`config.mk`:
```
export PLATFORM = sky130hd
export DESIGN_NAME = traceback_unit_flat
export DESIGN_NICKNAME = d
export VERILOG_FILES = /design/src/rtl/traceback_unit_if.sv /design/src/rtl/traceback_unit.sv /design/src/flat_wrapper.sv
export SDC_FILE = /design/constraint.sdc
export NUM_CORES = 1
export LEC_CHECK = 0
export ABC_CLOCK_PERIOD_IN_PS = 3860
export BUFFER_PORTS_ARGS = -buffer_cell sky130_fd_sc_hd__clkbuf_2
export CAP_MARGIN = 10
export CORE_ASPECT_RATIO = 0.8
export CORE_MARGIN = 2
export CORE_UTILIZATION = 40
export DETAILED_ROUTE_END_ITERATION = 6
export GPL_TIMING_DRIVEN = 0
export PLACE_DENSITY_LB_ADDON = 0.08
export SLEW_MARGIN = 20
export SYNTH_ARGS = -nofsm -noshare
export SYNTH_HDL_FRONTEND = slang
export SYNTH_SLANG_ARGS = --single-unit
```
`constraint.sdc`:
```
create_clock -name clk -period 3.86 [get_ports clk]
set_clock_uncertainty 0.15 [all_clocks]
set_input_delay 0 -clock clk [delete_from_list [all_inputs] [get_ports clk]]
set_output_delay 0 -clock clk [all_outputs]
set_load 0.01 [all_outputs]
```
`src/rtl/traceback_unit_if.sv`:
```
// ============================================================================
// Module  : traceback_unit_if
// Purpose : Symbol-RAM read port plus alignment-move output stream of the
//           Needleman-Wunsch traceback stage.
// Rev     : 1.0  initial release
// ============================================================================
`default_nettype none

interface traceback_unit_if #(
  parameter int BIT_ADDR = 8
) ();
  logic                rd_en;
  logic [BIT_ADDR:0]   rd_i;
  logic [BIT_ADDR:0]   rd_j;
  logic [2:0]          rd_symbol;
  logic                out_valid;
  logic                out_ready;
  logic [1:0]          out_move;
  logic [BIT_ADDR:0]   out_i;
  logic [BIT_ADDR:0]   out_j;

  modport master (
    output rd_en, rd_i, rd_j, out_valid, out_move, out_i, out_j,
    input  rd_symbol, out_ready
  );

  modport slave (
    input  rd_en, rd_i, rd_j, out_valid, out_move, out_i, out_j,
    output rd_symbol, out_ready
  );
endinterface

`default_nettype wire

```
`src/rtl/traceback_unit.sv`:
```
// ============================================================================
// Module  : traceback_unit
// Purpose : Walks the direction-symbol matrix from (N,N) back to (0,0),
//           emitting one alignment move per step over a valid/ready stream.
// Rev     : 1.0  initial release
// ============================================================================
`default_nettype none

module traceback_unit #(
  parameter int N        = 128,
  parameter int BIT_ADDR = $clog2(N + 1)
) (
  input  wire logic              clk,
  input  wire logic              rst,
  input  wire logic              start,
  output logic                   busy,
  output logic                   done,
  output logic                   err,
  output logic [BIT_ADDR+1:0]    step_cnt,
  traceback_unit_if.master       bus
);

  localparam logic [1:0]          C_MOVE_DIAG = 2'b00;
  localparam logic [1:0]          C_MOVE_UP   = 2'b01;
  localparam logic [1:0]          C_MOVE_LEFT = 2'b10;
  localparam logic [BIT_ADDR:0]   C_IDX_N     = (BIT_ADDR + 1)'(N);
  localparam logic [BIT_ADDR:0]   C_IDX_ZERO  = '0;
  localparam logic [BIT_ADDR:0]   C_IDX_ONE   = (BIT_ADDR + 1)'(1);
  localparam logic [BIT_ADDR+1:0] C_STEP_ONE  = (BIT_ADDR + 2)'(1);

  typedef enum logic [2:0] {
    S_IDLE = 3'd0,
    S_READ = 3'd1,
    S_WAIT = 3'd2,
    S_EMIT = 3'd3,
    S_FIN  = 3'd4
  } state_t;

  state_t                r_state;
  state_t                w_state_nxt;
  logic [BIT_ADDR:0]     r_i;
  logic [BIT_ADDR:0]     r_j;
  logic [BIT_ADDR:0]     w_i_nxt;
  logic [BIT_ADDR:0]     w_j_nxt;
  logic [1:0]            r_move;
  logic [1:0]            w_move_nxt;
  logic                  r_err;
  logic [BIT_ADDR+1:0]   r_step_cnt;
  logic                  w_start_acc;
  logic                  w_move_ld;
  logic                  w_xfer;
  logic                  w_err_set;
  logic                  w_rd_en;

  always_ff @(posedge clk or negedge rst) begin
    if (!rst) r_state <= S_IDLE;
    else      r_state <= w_state_nxt;
  end

  always_comb begin
    w_state_nxt = r_state;
    w_start_acc = 1'b0;
    w_move_ld   = 1'b0;
    w_move_nxt  = r_move;
    w_xfer      = 1'b0;
    w_err_set   = 1'b0;
    w_rd_en     = 1'b0;
    // Post-transfer coordinates; an axis already at 0 is never decremented
    w_i_nxt     = (r_move == C_MOVE_LEFT) ? r_i : r_i - C_IDX_ONE;
    w_j_nxt     = (r_move == C_MOVE_UP)   ? r_j : r_j - C_IDX_ONE;

    case (r_state)
      S_IDLE: begin
        if (start) begin
          w_start_acc = 1'b1;
          w_state_nxt = S_READ;
        end
      end
      S_READ: begin
        if (r_i == C_IDX_ZERO && r_j == C_IDX_ZERO) begin
          w_state_nxt = S_FIN;
        end else if (r_i == C_IDX_ZERO) begin
          w_move_ld   = 1'b1;
          w_move_nxt  = C_MOVE_LEFT;
          w_state_nxt = S_EMIT;
        end else if (r_j == C_IDX_ZERO) begin
          w_move_ld   = 1'b1;
          w_move_nxt  = C_MOVE_UP;
          w_state_nxt = S_EMIT;
        end else begin
          w_rd_en     = 1'b1;
          w_state_nxt = S_WAIT;
        end
      end
      S_WAIT: begin
        if (bus.rd_symbol == 3'b000) begin
          w_err_set   = 1'b1;
          w_state_nxt = S_FIN;
        end else begin
          w_move_ld   = 1'b1;
          w_move_nxt  = bus.rd_symbol[0] ? C_MOVE_DIAG :
                        bus.rd_symbol[1] ? C_MOVE_UP   : C_MOVE_LEFT;
          w_state_nxt = S_EMIT;
        end
      end
      S_EMIT: begin
        if (bus.out_ready) begin
          w_xfer      = 1'b1;
          w_state_nxt = (w_i_nxt == C_IDX_ZERO && w_j_nxt == C_IDX_ZERO) ? S_FIN : S_READ;
        end
      end
      S_FIN:   w_state_nxt = S_IDLE;
      default: w_state_nxt = S_IDLE;
    endcase
  end

  always_ff @(posedge clk or negedge rst) begin
    if (!rst) begin
      r_i        <= '0;
      r_j        <= '0;
      r_move     <= C_MOVE_DIAG;
      r_err      <= 1'b0;
      r_step_cnt <= '0;
    end else begin
      if (w_start_acc) begin
        r_i        <= C_IDX_N;
        r_j        <= C_IDX_N;
        r_err      <= 1'b0;
        r_step_cnt <= '0;
      end
      if (w_move_ld) r_move <= w_move_nxt;
      if (w_err_set) r_err  <= 1'b1;
      if (w_xfer) begin
        r_i        <= w_i_nxt;
        r_j        <= w_j_nxt;
        r_step_cnt <= r_step_cnt + C_STEP_ONE;
      end
    end
  end

  assign bus.rd_en     = w_rd_en;
  assign bus.rd_i      = r_i;
  assign bus.rd_j      = r_j;
  assign bus.out_valid = (r_state == S_EMIT);
  assign bus.out_move  = r_move;
  assign bus.out_i     = r_i;
  assign bus.out_j     = r_j;
  assign busy          = (r_state != S_IDLE);
  assign done          = (r_state == S_FIN);
  assign err           = r_err;
  assign step_cnt      = r_step_cnt;

endmodule

`default_nettype wire

```
`src/flat_wrapper.sv`:
```
// flat-port wrapper written by rule: the top's interface ports become plain ports
module traceback_unit_flat 
#(
  parameter int N        = 128,
  parameter int BIT_ADDR = $clog2(N + 1)
)
  (clk, rst, start, busy, done, err, step_cnt, bus_rd_en, bus_rd_i, bus_rd_j, bus_out_valid, bus_out_move, bus_out_i, bus_out_j, bus_rd_symbol, bus_out_ready);
  traceback_unit_if #(.BIT_ADDR(BIT_ADDR)) bus_i ();
  input  wire logic clk;
  input  wire logic rst;
  input  wire logic start;
  output logic busy;
  output logic done;
  output logic err;
  output logic [BIT_ADDR+1:0] step_cnt;
  output wire logic [$bits(bus_i.rd_en)-1:0] bus_rd_en;
  output wire logic [$bits(bus_i.rd_i)-1:0] bus_rd_i;
  output wire logic [$bits(bus_i.rd_j)-1:0] bus_rd_j;
  output wire logic [$bits(bus_i.out_valid)-1:0] bus_out_valid;
  output wire logic [$bits(bus_i.out_move)-1:0] bus_out_move;
  output wire logic [$bits(bus_i.out_i)-1:0] bus_out_i;
  output wire logic [$bits(bus_i.out_j)-1:0] bus_out_j;
  input wire logic [$bits(bus_i.rd_symbol)-1:0] bus_rd_symbol;
  input wire logic [$bits(bus_i.out_ready)-1:0] bus_out_ready;
  assign bus_rd_en = bus_i.rd_en;
  assign bus_rd_i = bus_i.rd_i;
  assign bus_rd_j = bus_i.rd_j;
  assign bus_out_valid = bus_i.out_valid;
  assign bus_out_move = bus_i.out_move;
  assign bus_out_i = bus_i.out_i;
  assign bus_out_j = bus_i.out_j;
  assign bus_i.rd_symbol = bus_rd_symbol;
  assign bus_i.out_ready = bus_out_ready;
  traceback_unit #(.N(N), .BIT_ADDR(BIT_ADDR)) u_core (.clk(clk), .rst(rst), .start(start), .busy(busy), .done(done), .err(err), .step_cnt(step_cnt), .bus(bus_i));
endmodule
```
# == After elaboration in Yosys (flattened, before gate mapping) ==
# Index checks and enable logic that the tools add are counted.
# totals
register_bits,34
input_bits,7
# op_classes
addsub,3
n_eq_ne,11
mux,39
reduce_logical,14
# ops
cell,count
$mux 9,5
$logic_not 9->1,4
$mux 10,2
$mux 3,6
$sub 9x1->9 const B,2
$mux 1,17
$mux 2,6
$pmux 3 s4,1
$add 10x1->10 const B,1
$eq 3x2->1 const B,2
$logic_not 3->1,2
$ne 2x2->1 const B,3
$reduce_bool 2->1,3
$reduce_and 5->1,1
$pmux 2 s2,1
$eq 3x1->1 const B,1
$eq 3x3->1 const B,1
$ne 3x1->1 const B,1
$reduce_bool 3->1,1
$eq 2x1->1 const B,1
$eq 2x2->1 const B,1
$logic_and 1x1->1,2
$ne 2x1->1 const B,1
$pmux 1 s2,1
$reduce_and 2->1,1

# == Logic depth before layout (Yosys ltp) ==
# logic_depth
word_depth,7
depth_mapped,10

# == Worst setup path before layout ==
# Ideal clock, no wire load.
# synth_path
path_type,reg-to-reg
startpoint,register u_core.r_j[0] (netlist: u_core.bus.out_j[0])
endpoint,register u_core.r_move[0] (netlist: u_core.bus.out_move[0])
setup_time_ns,0.125
arrival_ns,2.030
t_required_ns,3.585
path_slack_ns,1.555
path_stages_with_launch,11
n_path_buf,1
period_less_slack_ns,2.305
path_cell_list,dfrtp_1 > buf_2 > inv_1 > ha_1 > nor4b_1 > nand2_2 > ha_1 > nand2_1 > o21ai_0 > o21ai_1 > mux2_2
# synth_between
elab_chain_len,6
word_cells_on_any_way,9
classes_between,eq/ne (2); mux (4); reduce/logical (3)
# synth_rtl
item,line,source
"start, declared",traceback_unit.sv:42,logic [BIT_ADDR:0] r_j;
"start signal, assigned",traceback_unit.sv:135,r_j <= w_j_nxt;
$logic_not 9->1 *,"traceback_unit.sv:80, traceback_unit.sv:86",
$mux 1,traceback_unit.sv:86,end else if (r_j == C_IDX_ZERO) begin
$mux 1,traceback_unit.sv:82,end else if (r_i == C_IDX_ZERO) begin
$mux 1,traceback_unit.sv:80,if (r_i == C_IDX_ZERO && r_j == C_IDX_ZERO) begin
$pmux 1 s2,traceback_unit.sv:72,case (r_state)
$reduce_and 5->1 (no line) *,-,
"end signal, assigned",traceback_unit.sv:131,if (w_move_ld) r_move <= w_move_nxt;
"end, declared",traceback_unit.sv:45,logic [1:0] r_move;
# Every way passes the cells marked *; elsewhere a longest branch is shown, timed or not.
# A chain may end at the register's enable or synchronous reset.

# == Worst setup path after layout ==
# layout_path
startpoint,register u_core.r_j[0] (netlist: u_core.bus.out_j[0])
endpoint,register u_core.r_state[2]
# layout_between
elab_chain_len,7
word_cells_on_any_way,10
classes_between,add/sub (1); mux (5); reduce/logical (4)
# layout_rtl
item,line,source
$sub 9x1->9,traceback_unit.sv:70,w_j_nxt = (r_move == C_MOVE_UP) ? r_j : r_j - C_IDX_ONE;
$mux 9,traceback_unit.sv:70,
$logic_not 9->1,traceback_unit.sv:109,w_state_nxt = (w_i_nxt == C_IDX_ZERO && w_j_nxt == C_IDX_ZERO) ? S_FIN : S_READ;
$logic_and 1x1->1,traceback_unit.sv:109,
$mux 3,traceback_unit.sv:109,
$mux 3,traceback_unit.sv:107,if (bus.out_ready) begin
$pmux 3 s4 *,traceback_unit.sv:72,
"end signal, assigned",traceback_unit.sv:57,else r_state <= w_state_nxt;
"end, declared",traceback_unit.sv:39,state_t r_state;
# Every way passes the cells marked *; elsewhere a longest branch is shown, timed or not. The select of a mux whose other input is x is not followed.

==> out/results.ini <==
[synth]
synth_nets = 298
syn_area_um2 = 2410
synth_cell_type_count = 53
synth_cells = 284
synth_edf_count = 0
synthDominantAreaCellType = dfrtp_1
synth-async-reset-ratio = 1.00
ys_seq_elements = 34
synth_common_cells = dfrtp_1, o21ai_0, nand2_1
ys.flop_type = dfrtp_1
synthTopCellsByArea = dfrtp_1, o21ai_0, buf_4
synth_top_cell_area_share = 0.353
avgSynthCellArea_um2 = 8.48
ys_seq_area_frac = 0.353
yosysWarnings = 0

[timing]
fin_setup_tns_ns = 0
setup_viol = 0
drv_slew = 0
slew_headroom = 0.421
finalWorstPathRequiredPeriod_ns = 2.57
rsz0062_at_grt = false
hold_viol = 0
tightest_slew_ns = 0.868
holdWs_ns = 0.0533
fmax_mhz = 389
min_period_over_period = 0.667

[final_layout]
antennaDiodeCount = 0
drive_above_1_share = 0.305
final_net_count = 370
fin_area_um2 = 2960
fin_cells = 438
seq_area_um2 = 851
syn_to_final_growth_pct = 22.8
fillers = 595
multiInputGateArea_um2 = 1280

[global_routing]
grt_start_max_net_pins = 35
gr-total-overflow = 0
track_usage = 0.198
antenna_found_initial = 0
grt_pass1_wl_mm = 10.4
grt_pass1_vias = 2027

[clock_tree]
cts-root-buf = clkbuf_8
clk_pin_slew_worst_paths_ns = 0.07
htreeDepth = 2
insertion_delay_ns = 0.28
cts_buffers = 5
cts_tree = yes
cts_buffer_depth = 2
cts_setup_buffers = 0
clock_sinks = 34

[floorplanning]
die_area_um2 = 6660
pin_count = 60
die_h_um = 73.4
row_count = 25
initial_core_util = 0.412
coreArea_um2 = 5850
fp.dieW_um = 90.7

[critical_path]
start_kind = flip-flop
critical_path_class = flip-flop to flip-flop
path_max_fanout = 9
crit_buf_inv = 3
crit_required_ns = 3.93
critical_path.endpoint_type = flip-flop
max_stage_delay_ns = 0.44
path_cells = buf_2 > inv_1 > ha_1 > clkbuf_1 > nor2b_1 > a211oi_1 > a2111oi_2 > nand4_1 > nor4_1 > a221o_1
critPathTopFamily = compound AO/OA/AOI/OAI gates
slowest_stage = a2111oi_2
arrival_ns = 2.65

[job]
max-cap-violations = 0

[power]
ir_worst_vdd_mv = 0.264
cellPowerDensity_nw_per_um2 = 774
total_power_mw = 2.29
leakagePower_nw = 1.42

[drt]
drc_errors = 0
wl_mm = 6.32
dr.pass1.iters = 5
drt_iter0_markers = 100
routedWlPerCell_um = 14.4
vias = 2297
postRouteAntennaNets = 0
vias_per_cell = 5.24

[place]
placed_cells = 424
io_buffers = 59
dpl_cell_area_um2 = 2800
dpl.hpwl_mm = 4.51
place.gp.congestion = 0.830

[run_status]
run_status = complete, no violations

[hold_path]
hold_class = input pin to flip-flop

## logic make-up after synthesis
group | share of synthesized area
multiplexers | 0.0260
AND/OR/NAND/NOR | 0.258
adder cells (fa/ha/maj) | 0.0364
buffers and inverters | 0.116
AO/OA/AOI/OAI | 0.188
XOR/XNOR | 0.0218
flip-flops | 0.353
## power breakdown
group / leakage [nW] / switching, mW / internal [mW] / total (mW)
clock: 0.0482 / 0.129 / 0.144 / 0.273
combinational: 0.927 / 0.798 / 0.601 / 1.40
sequential: 0.445 / 0.158 / 0.456 / 0.614
## through the flow
stage          utilization  setup WS (ns)
6_report             0.505           1.29
5_1_grt              0.505           1.14
4_1_cts              0.505           1.27
3_5_place_dp         0.479           1.29
3_3_place_gp         0.479           1.35
2_1_floorplan            -           1.55
## worst reg2reg max path: stages (launching register included)
cell	delay, ns
dfrtp_1	0.36
buf_2	0.22
inv_1	0.09
ha_1	0.20
clkbuf_1	0.21
nor2b_1	0.16
a211oi_1	0.09
a2111oi_2	0.44
nand4_1	0.17
nor4_1	0.25
a221o_1	0.17
## worst paths after layout
check / start / endpoint / slack (ns) / cells past startpoint
min reg2reg: u_core.step_cnt[9] / u_core.step_cnt[9] / 0.33 / 1
min in group asynchronous: rst / u_core.bus.out_i[0] / 0.23 / 2
max in group asynchronous: rst / u_core.bus.out_j[8] / 2.78 / 2
max: u_core.bus.out_j[0] / u_core.r_state[2] / 1.29 / 10
min: bus_rd_symbol[0] / u_core.bus.out_move[0] / 0.05 / 4
max reg2reg: u_core.bus.out_j[0] / u_core.r_state[2] / 1.29 / 10
## registers in the layout, summed over array words and instances, names as in the netlist
name                 flops
u_core.err               1
u_core.step_cnt         10
u_core.bus.out_j         9
u_core.bus.out_i         9
u_core.bus.out_move      2
u_core.r_state           3
## placed cells by master (no fill, tap or decap), types with 4 or more instances in the layout
master	n
nand4_1	12
a22o_1	5
clkbuf_2	59
o31ai_1	4
buf_4	21
buf_2	5
nand2_1	28
o21ai_0	34
nor2_1	17
nor3b_1	4
nand3_1	11
inv_1	14
dlygate4sd3_1	6
ha_1	7
dfrtp_1	34
clkbuf_1	7
a21oi_1	10
xor2_1	5
mux2i_1	4
a31oi_1	4
and3_1	5
nor3_1	8
clkbuf_8	6
## cell type report
type / instances / area share
Multi-Input combinational cell: 202 / 0.432
Sequential cell: 34 / 0.288
Timing Repair Buffer: 65 / 0.120
Buffer: 34 / 0.0771
Tap cell: 81 / 0.0343
Clock buffer: 7 / 0.0292
Inverter: 14 / 0.0178
Clock inverter: 1 / 0.00169
## routing by layer
layer	vias to the layer above	track usage	part of all wire	wire (µm)
met2	71	0.309	0.45	2810
met4	0	0.0513	0.010	63
met5	-	0	0	0
met1	1069	0.286	0.50	3170
li1	1151	-	-	-
met3	6	0.0338	0.042	264
## timing repair
| action | CTS | global route |
|---|---|---|
| gates resized for setup | 0 | 0 |
| setup endpoints to repair | 0 | 0 |
| hold buffers | 6 | 0 |
| hold endpoints to repair | 39 | 0 |
(Power assumes the default switching activity.)
